**config.mk**
```make
export PLATFORM = sky130hd
export DESIGN_NAME = sda_tx_sched_flat
export DESIGN_NICKNAME = d
export VERILOG_FILES = /design/src/rtl/sda_tx_sched_pkg.sv /design/src/rtl/sda_tx_sched_if.sv /design/src/rtl/sda_tx_sched_rr_pick.sv /design/src/rtl/sda_tx_sched.sv /design/src/flat_wrapper.sv
export SDC_FILE = /design/constraint.sdc
export NUM_CORES = 1
export LEC_CHECK = 0
export CAP_MARGIN = 20
export CORE_ASPECT_RATIO = 1.25
export CORE_MARGIN = 5
export CORE_UTILIZATION = 45
export CTS_CLUSTER_DIAMETER = 60
export CTS_CLUSTER_SIZE = 25
export DETAILED_ROUTE_END_ITERATION = 7
export GPL_ROUTABILITY_DRIVEN = 1
export PLACE_DENSITY = 0.77
export SLEW_MARGIN = 0
export SYNTH_ARGS = -nofsm -noshare
export SYNTH_HDL_FRONTEND = slang
export SYNTH_SLANG_ARGS = --single-unit
```
**constraint.sdc**
```tcl
create_clock -name sclk -period 2.7 [get_ports sclk]
set_input_delay 0.675 -clock sclk [delete_from_list [all_inputs] [get_ports sclk]]
set_output_delay 0.675 -clock sclk [all_outputs]
set_load 0.02 [all_outputs]
```
**src/rtl/sda_tx_sched_pkg.sv**
```systemverilog
// Shared types and constants for the SDA transmit scheduler:
// FSM state encoding, default widths and a width helper.
package sda_pkg;

   typedef enum logic [1:0] {
      ST_IDLE  = 2'd0,
      ST_ISSUE = 2'd1,
      ST_WAIT  = 2'd2
   } sched_state_e;

   localparam int DW_DEF      = 4;
   localparam int TIMEOUT_DEF = 64;

   // Never returns 0 so that a 1-bit index still exists for tiny configs.
   function automatic int sda_clog2(input int n);
      int r;
      r = 0;
      while ((1 << r) < n) r++;
      if (r == 0) r = 1;
      return r;
   endfunction

endpackage

```
**src/rtl/sda_tx_sched_if.sv**
```systemverilog
// Requester and serializer signal bundle of the scheduler.
// master = producers/serializer side, slave = the scheduler.
interface sda_tx_sched_if #(
   parameter int NREQ = 4,
   parameter int DW   = 4
) ();

   // A nibble moves on a rising clock edge where req_valid[i] & req_ready[i];
   // valid may be raised freely, ready depends only on slot occupancy.
   logic [NREQ-1:0]    req_valid;
   logic [NREQ*DW-1:0] req_data;
   logic [NREQ-1:0]    req_ready;
   logic               tx_start;
   logic [DW-1:0]      tx_data;
   logic               tx_busy;
   logic               tx_done;

   modport master (
      output req_valid, req_data, tx_busy, tx_done,
      input  req_ready, tx_start, tx_data
   );

   modport slave (
      input  req_valid, req_data, tx_busy, tx_done,
      output req_ready, tx_start, tx_data
   );

endinterface

```
**src/rtl/sda_tx_sched_rr_pick.sv**
```systemverilog
// Combinational round-robin selector: first pending slot after last_grant.
module rr_pick #(
   parameter int NREQ = 4,
   parameter int GW   = 2
) (
   input  logic [NREQ-1:0] pending,
   input  logic [GW-1:0]   last_grant,
   output logic            any,
   output logic [GW-1:0]   winner
);

   localparam logic [GW-1:0] LAST_IDX = GW'(NREQ - 1);

   logic [GW-1:0] w_idx;

   always_comb begin
      any    = 1'b0;
      winner = '0;
      w_idx  = last_grant;
      for (int k = 0; k < NREQ; k++) begin
         w_idx = (w_idx == LAST_IDX) ? '0 : w_idx + 1'b1;
         if (!any && pending[w_idx]) begin
            any    = 1'b1;
            winner = w_idx;
         end
      end
   end

endmodule

```
**src/rtl/sda_tx_sched.sv**
```systemverilog
// Round-robin scheduler sharing one SDA/SCL frame serializer between NREQ
// single-nibble slots, with a per-frame watchdog.
module sda_tx_sched
   import sda_pkg::*;
#(
   parameter int NREQ    = 4,
   parameter int DW      = DW_DEF,
   parameter int TIMEOUT = TIMEOUT_DEF
) (
   input  logic                       sclk,
   input  logic                       rst,
   sda_tx_sched_if.slave              bus,
   output logic [sda_clog2(NREQ)-1:0] grant_id,
   output logic                       grant_valid,
   output logic                       done_pulse,
   output logic                       err_timeout,
   output sched_state_e               o_dbg_state
);

   localparam int GW = sda_clog2(NREQ);
   localparam int WW = sda_clog2(TIMEOUT) + 1;
   localparam logic [WW-1:0]   WD_LAST = WW'(TIMEOUT - 1);
   localparam logic [NREQ-1:0] ONE_HOT = NREQ'(1);

   localparam logic [1:0] S_IDLE  = ST_IDLE;
   localparam logic [1:0] S_ISSUE = ST_ISSUE;
   localparam logic [1:0] S_WAIT  = ST_WAIT;

   logic [1:0]      r_state;
   logic [NREQ-1:0] r_pending;
   logic [GW-1:0]   r_last;
   logic [GW-1:0]   r_grant;
   logic [DW-1:0]   r_data;
   logic [WW-1:0]   r_wd;
   logic            r_done;
   logic            r_err;

   logic            w_any;
   logic [GW-1:0]   w_winner;
   logic [DW-1:0]   w_win_data;
   logic [NREQ-1:0] w_accept;
   logic [NREQ-1:0] w_clear;
   logic            w_fin_done;
   logic            w_fin_to;

   rr_pick #(.NREQ(NREQ), .GW(GW)) u_pick (
      .pending    (r_pending),
      .last_grant (r_last),
      .any        (w_any),
      .winner     (w_winner)
   );

   always_comb begin
      w_win_data = '0;
      for (int i = 0; i < NREQ; i++) begin
         if (w_winner == GW'(i)) w_win_data = bus.req_data[i*DW +: DW];
      end
   end

   // tx_done beats the watchdog when both land on the same WAIT cycle.
   assign w_accept   = bus.req_valid & ~r_pending;
   assign w_fin_done = (r_state == S_WAIT) && bus.tx_done;
   assign w_fin_to   = (r_state == S_WAIT) && !bus.tx_done && ((r_wd + 1'b1) == WD_LAST);
   assign w_clear    = (w_fin_done || w_fin_to) ? (ONE_HOT << r_grant) : '0;

   always_ff @(posedge sclk) begin
      if (!rst) begin
         r_state   <= S_IDLE;
         r_pending <= '0;
         r_last    <= GW'(NREQ - 1);
         r_grant   <= '0;
         r_data    <= '0;
         r_wd      <= '0;
         r_done    <= 1'b0;
         r_err     <= 1'b0;
      end else begin
         r_pending <= (r_pending | w_accept) & ~w_clear;
         r_done    <= w_fin_done;
         r_err     <= w_fin_to;
         case (r_state)
            S_IDLE: begin
               if (w_any && !bus.tx_busy) begin
                  r_grant <= w_winner;
                  r_data  <= w_win_data;
                  r_state <= S_ISSUE;
               end
            end
            S_ISSUE: begin
               r_wd    <= '0;
               r_state <= S_WAIT;
            end
            S_WAIT: begin
               r_wd <= r_wd + 1'b1;
               if (w_fin_done || w_fin_to) begin
                  r_last  <= r_grant;
                  r_state <= S_IDLE;
               end
            end
            default: r_state <= S_IDLE;
         endcase
      end
   end

   assign bus.req_ready = ~r_pending;
   assign bus.tx_start  = (r_state == S_ISSUE);
   assign bus.tx_data   = r_data;
   assign grant_id      = r_grant;
   assign grant_valid   = (r_state == S_ISSUE) || (r_state == S_WAIT);
   assign done_pulse    = r_done;
   assign err_timeout   = r_err;
   assign o_dbg_state   = sched_state_e'(r_state);

endmodule

```
**src/flat_wrapper.sv**
```systemverilog
// flat-port wrapper written by rule: the top's interface ports become plain ports
module sda_tx_sched_flat import sda_pkg::*;
#(
   parameter int NREQ    = 4,
   parameter int DW      = DW_DEF,
   parameter int TIMEOUT = TIMEOUT_DEF
)
  (sclk, rst, grant_id, grant_valid, done_pulse, err_timeout, o_dbg_state, bus_req_valid, bus_req_data, bus_tx_busy, bus_tx_done, bus_req_ready, bus_tx_start, bus_tx_data);
  sda_tx_sched_if #(.NREQ(NREQ), .DW(DW)) bus_i ();
  input  logic sclk;
  input  logic rst;
  output logic [sda_clog2(NREQ)-1:0] grant_id;
  output logic grant_valid;
  output logic done_pulse;
  output logic err_timeout;
  output sched_state_e o_dbg_state;
  input wire logic [$bits(bus_i.req_valid)-1:0] bus_req_valid;
  input wire logic [$bits(bus_i.req_data)-1:0] bus_req_data;
  input wire logic [$bits(bus_i.tx_busy)-1:0] bus_tx_busy;
  input wire logic [$bits(bus_i.tx_done)-1:0] bus_tx_done;
  output wire logic [$bits(bus_i.req_ready)-1:0] bus_req_ready;
  output wire logic [$bits(bus_i.tx_start)-1:0] bus_tx_start;
  output wire logic [$bits(bus_i.tx_data)-1:0] bus_tx_data;
  assign bus_i.req_valid = bus_req_valid;
  assign bus_i.req_data = bus_req_data;
  assign bus_i.tx_busy = bus_tx_busy;
  assign bus_i.tx_done = bus_tx_done;
  assign bus_req_ready = bus_i.req_ready;
  assign bus_tx_start = bus_i.tx_start;
  assign bus_tx_data = bus_i.tx_data;
  sda_tx_sched #(.NREQ(NREQ), .DW(DW), .TIMEOUT(TIMEOUT)) u_core (.sclk(sclk), .rst(rst), .bus(bus_i), .grant_id(grant_id), .grant_valid(grant_valid), .done_pulse(done_pulse), .err_timeout(err_timeout), .o_dbg_state(o_dbg_state));
endmodule
```
==> impl_metrics.ini <==
[sta]
finalSetupViolCount = 0
hold_violations = 0
period_minus_slack_ns = 2.42
tightest_slew_ns = 0.365
rsz0062_at_grt = false
relSlewSlack = 0.756
slew_violations = 0
fin_skew_ns = 0.00296
setup_tns_ns = 0
fmax_mhz = 413
holdWs_ns = 0.507
period_share = 0.896

[placement]
place.gp.congestion = 0.918
hpwl_mm = 2.54
io_buffers = 39

[detailed_routing]
dr.pass1.iters = 4
ant_nets = 0
wl_per_cell_um = 13.8
vias = 1220
initialDrtViolationCount = 38
viasPerCell = 5.30
remaining_drc_errors = 0
drt_wl_total_mm = 3.18

[power]
power_density_nw_per_um2 = 426
ir_drop_mv = 0.279
leakage_nw = 0.693
power_uw = 765

[job]
max_cap_violations = 0

[clock_network]
cts_tree = done
clk_pin_slew_worst_paths_ns = 0.12
clk_path_buf_depth = 2
postCtsSetupRepairBufs = 0
cts_resized = 0
clockRootBuffer = clkbuf_4
cts-buffers-inserted = 3
htreeDepth = 1
cts.sink_count = 23
hold_buffers = 0
insertion_delay_ns = 0.30

[worst_setup_path]
cp-start-kind = register
ff2ff_path_depth = 7
criticalPathCategory = reg -> out
end_kind = primary output
cp_num_buf_inv = 2
crit_arrival_ns = 1.74
r2r_end = u_core.r_pending[3]
r2r-start = u_core.o_dbg_state[0]
slowest_delay_ns = 0.61
worstPathMaxFanout = 4
crit_slowest_cell = clkdlybuf4s50_1
crit_family = buffers and inverters
reg2reg_slack_ns = 0.40
required_ns = 2.03
crit_chain = inv_1 > ha_1 > clkdlybuf4s50_1

[final_layout]
n_antenna_cell = 0
drive_above_1_share = 0.0928
syn2layout_area_growth_pct = 35.6
fillCellCount = 255
fin_nets = 225

[synthesis]
synth-edff-count = 0
synth_nets = 181
async_reset_ff_frac = 0
ys_seq_area_frac = 0.347
ys_ff_latch = 23
synth_area_um2 = 1330
synthFlopType = dfxtp_1
yosysWarnings = 0
synth_cell_types = 40
synth_cells = 151
syn_avg_cell_area_um2 = 8.78

[grt]
grt-ovfl-total = 0
grt_pass1_wl_mm = 5.11
grt_pass1_vias = 1212
track_usage = 0.154
grt_antenna_before_repair = 0
grt_max_degree = 26

[hold_path]
hold_end = u_core.bus.tx_data[2]
min_path_type = reg -> reg
worstHoldPathCells = 2
min_from = u_core.bus.tx_data[2]

[floorplan]
initial_utilization = 0.459
die_w_um = 58.6
rows = 22
die_area_um2 = 4140
core_area_um2 = 2890
ios = 40
dieHeight_um = 70.7

[run_status]
status = finished, final reports clean
-- logic make-up (layout without fill, tap and decap cells) --
group / after synthesis / after routing / synth area share
simple gates: 51 / 51 / 0.219
mux: 13 / 13 / 0.0981
buf+inv: 19 / 62 / 0.0604
xor+xnor: 1 / 1 / 0.00660
flops: 23 / 23 / 0.347
fa+ha+maj: 6 / 6 / 0.0566
compound gates: 38 / 38 / 0.212
-- cells in the mapped netlist (all sizes together) (3+ instances only) --
library cell  instances  share of area
inv                  14          0.040
o21ai                 7          0.029
nor2b                 5          0.024
nand3                 8          0.030
ha                    6          0.057
nor2                  3         0.0085
o221ai                5          0.033
a21oi                 7          0.026
o21a                  3          0.017
and2                  4          0.020
dfxtp                23           0.35
mux2i                13          0.098
a21boi                3          0.017
buf                   3          0.015
nand2                12          0.034
nor3                  5          0.019
-- metal layers --
layer | wire [um] | track usage
met1 | 1320 | 0.163
met4 | 41 | 0.0619
met3 | 133 | 0.0219
met2 | 1690 | 0.293
met5 | 0 | 0
-- worst min-delay path: cells and delay by family, from the launching register on --
| family | cells | cell delay (ns) |
|---|---|---|
| AOI/OAI and AO/OA | 1 | 0.06 |
| and+or+nand+nor | 1 | 0.07 |
| DFF | 1 | 0.35 |
-- worst max path at each step --
stage                                     start  cells past startpoint  slack [ns]             endpoint
after detailed placement            bus_tx_done                      6        0.03  u_core.r_pending[3]
after floorplan           u_core.o_dbg_state[1]                      7        0.56  u_core.r_pending[2]
after global routing      u_core.o_dbg_state[0]                      3        0.18          grant_valid
after global placement              bus_tx_done                      6        0.09  u_core.r_pending[3]
final                     u_core.o_dbg_state[0]                      3        0.28          grant_valid
after CTS                 u_core.o_dbg_state[0]                      3        0.25          grant_valid
-- per-stage QoR --
| step | instances | instance area (um^2) | setup WS, ns | utilization |
|---|---|---|---|---|
| floorplan | 151 | 1330 | 0.561 | - |
| global placement | 226 | 1770 | 0.0874 | 0.613 |
| detailed placement | 226 | 1770 | 0.0331 | 0.613 |
| CTS | 230 | 1800 | 0.250 | 0.622 |
| global route | 230 | 1800 | 0.176 | 0.622 |
| finish | 230 | 1800 | 0.280 | 0.622 |
-- layout make-up --
class / instances / area (um^2) / area share
multi-input cells: 109 / 786 / 0.437
flip-flops and latches: 23 / 460 / 0.256
repair buffers: 44 / 428 / 0.238
inverters: 14 / 52.6 / 0.0292
well taps: 36 / 45.0 / 0.0251
clock buffers: 4 / 26.3 / 0.0146
-- flip-flops by register name, summed over array words and instances, names as in the netlist --
signal and count:
u_core.r_wd 7, u_core.bus.tx_data 4, u_core.r_pending 4, u_core.grant_id 2
u_core.o_dbg_state 2, u_core.r_last 2, u_core.done_pulse 1, u_core.err_timeout 1
-- power breakdown --
group | switching (mW) | total (mW) | internal (mW)
Combinational | 0.111 | 0.235 | 0.123
Clock | 0.0956 | 0.153 | 0.0575
Sequential | 0.0188 | 0.378 | 0.359
Total | 0.226 | 0.765 | 0.539
-- placed cells by master, fill, tap and decap left out, drive strengths merged, types with 3 or more instances in the layout --
master / netlist / layout
inv: 14 / 14
nor2b: 5 / 5
dfxtp: 23 / 23
nand2: 12 / 12
nor2: 3 / 3
buf: 3 / 5
ha: 6 / 6
mux2i: 13 / 13
a21oi: 7 / 7
a21boi: 3 / 3
and2: 4 / 4
clkdlybuf4s50: 0 / 39
clkbuf: 2 / 4
o221ai: 5 / 5
o21a: 3 / 3
nand3: 8 / 8
nor3: 5 / 5
o21ai: 7 / 7
Note: power is estimated with default switching activity, not from simulation.
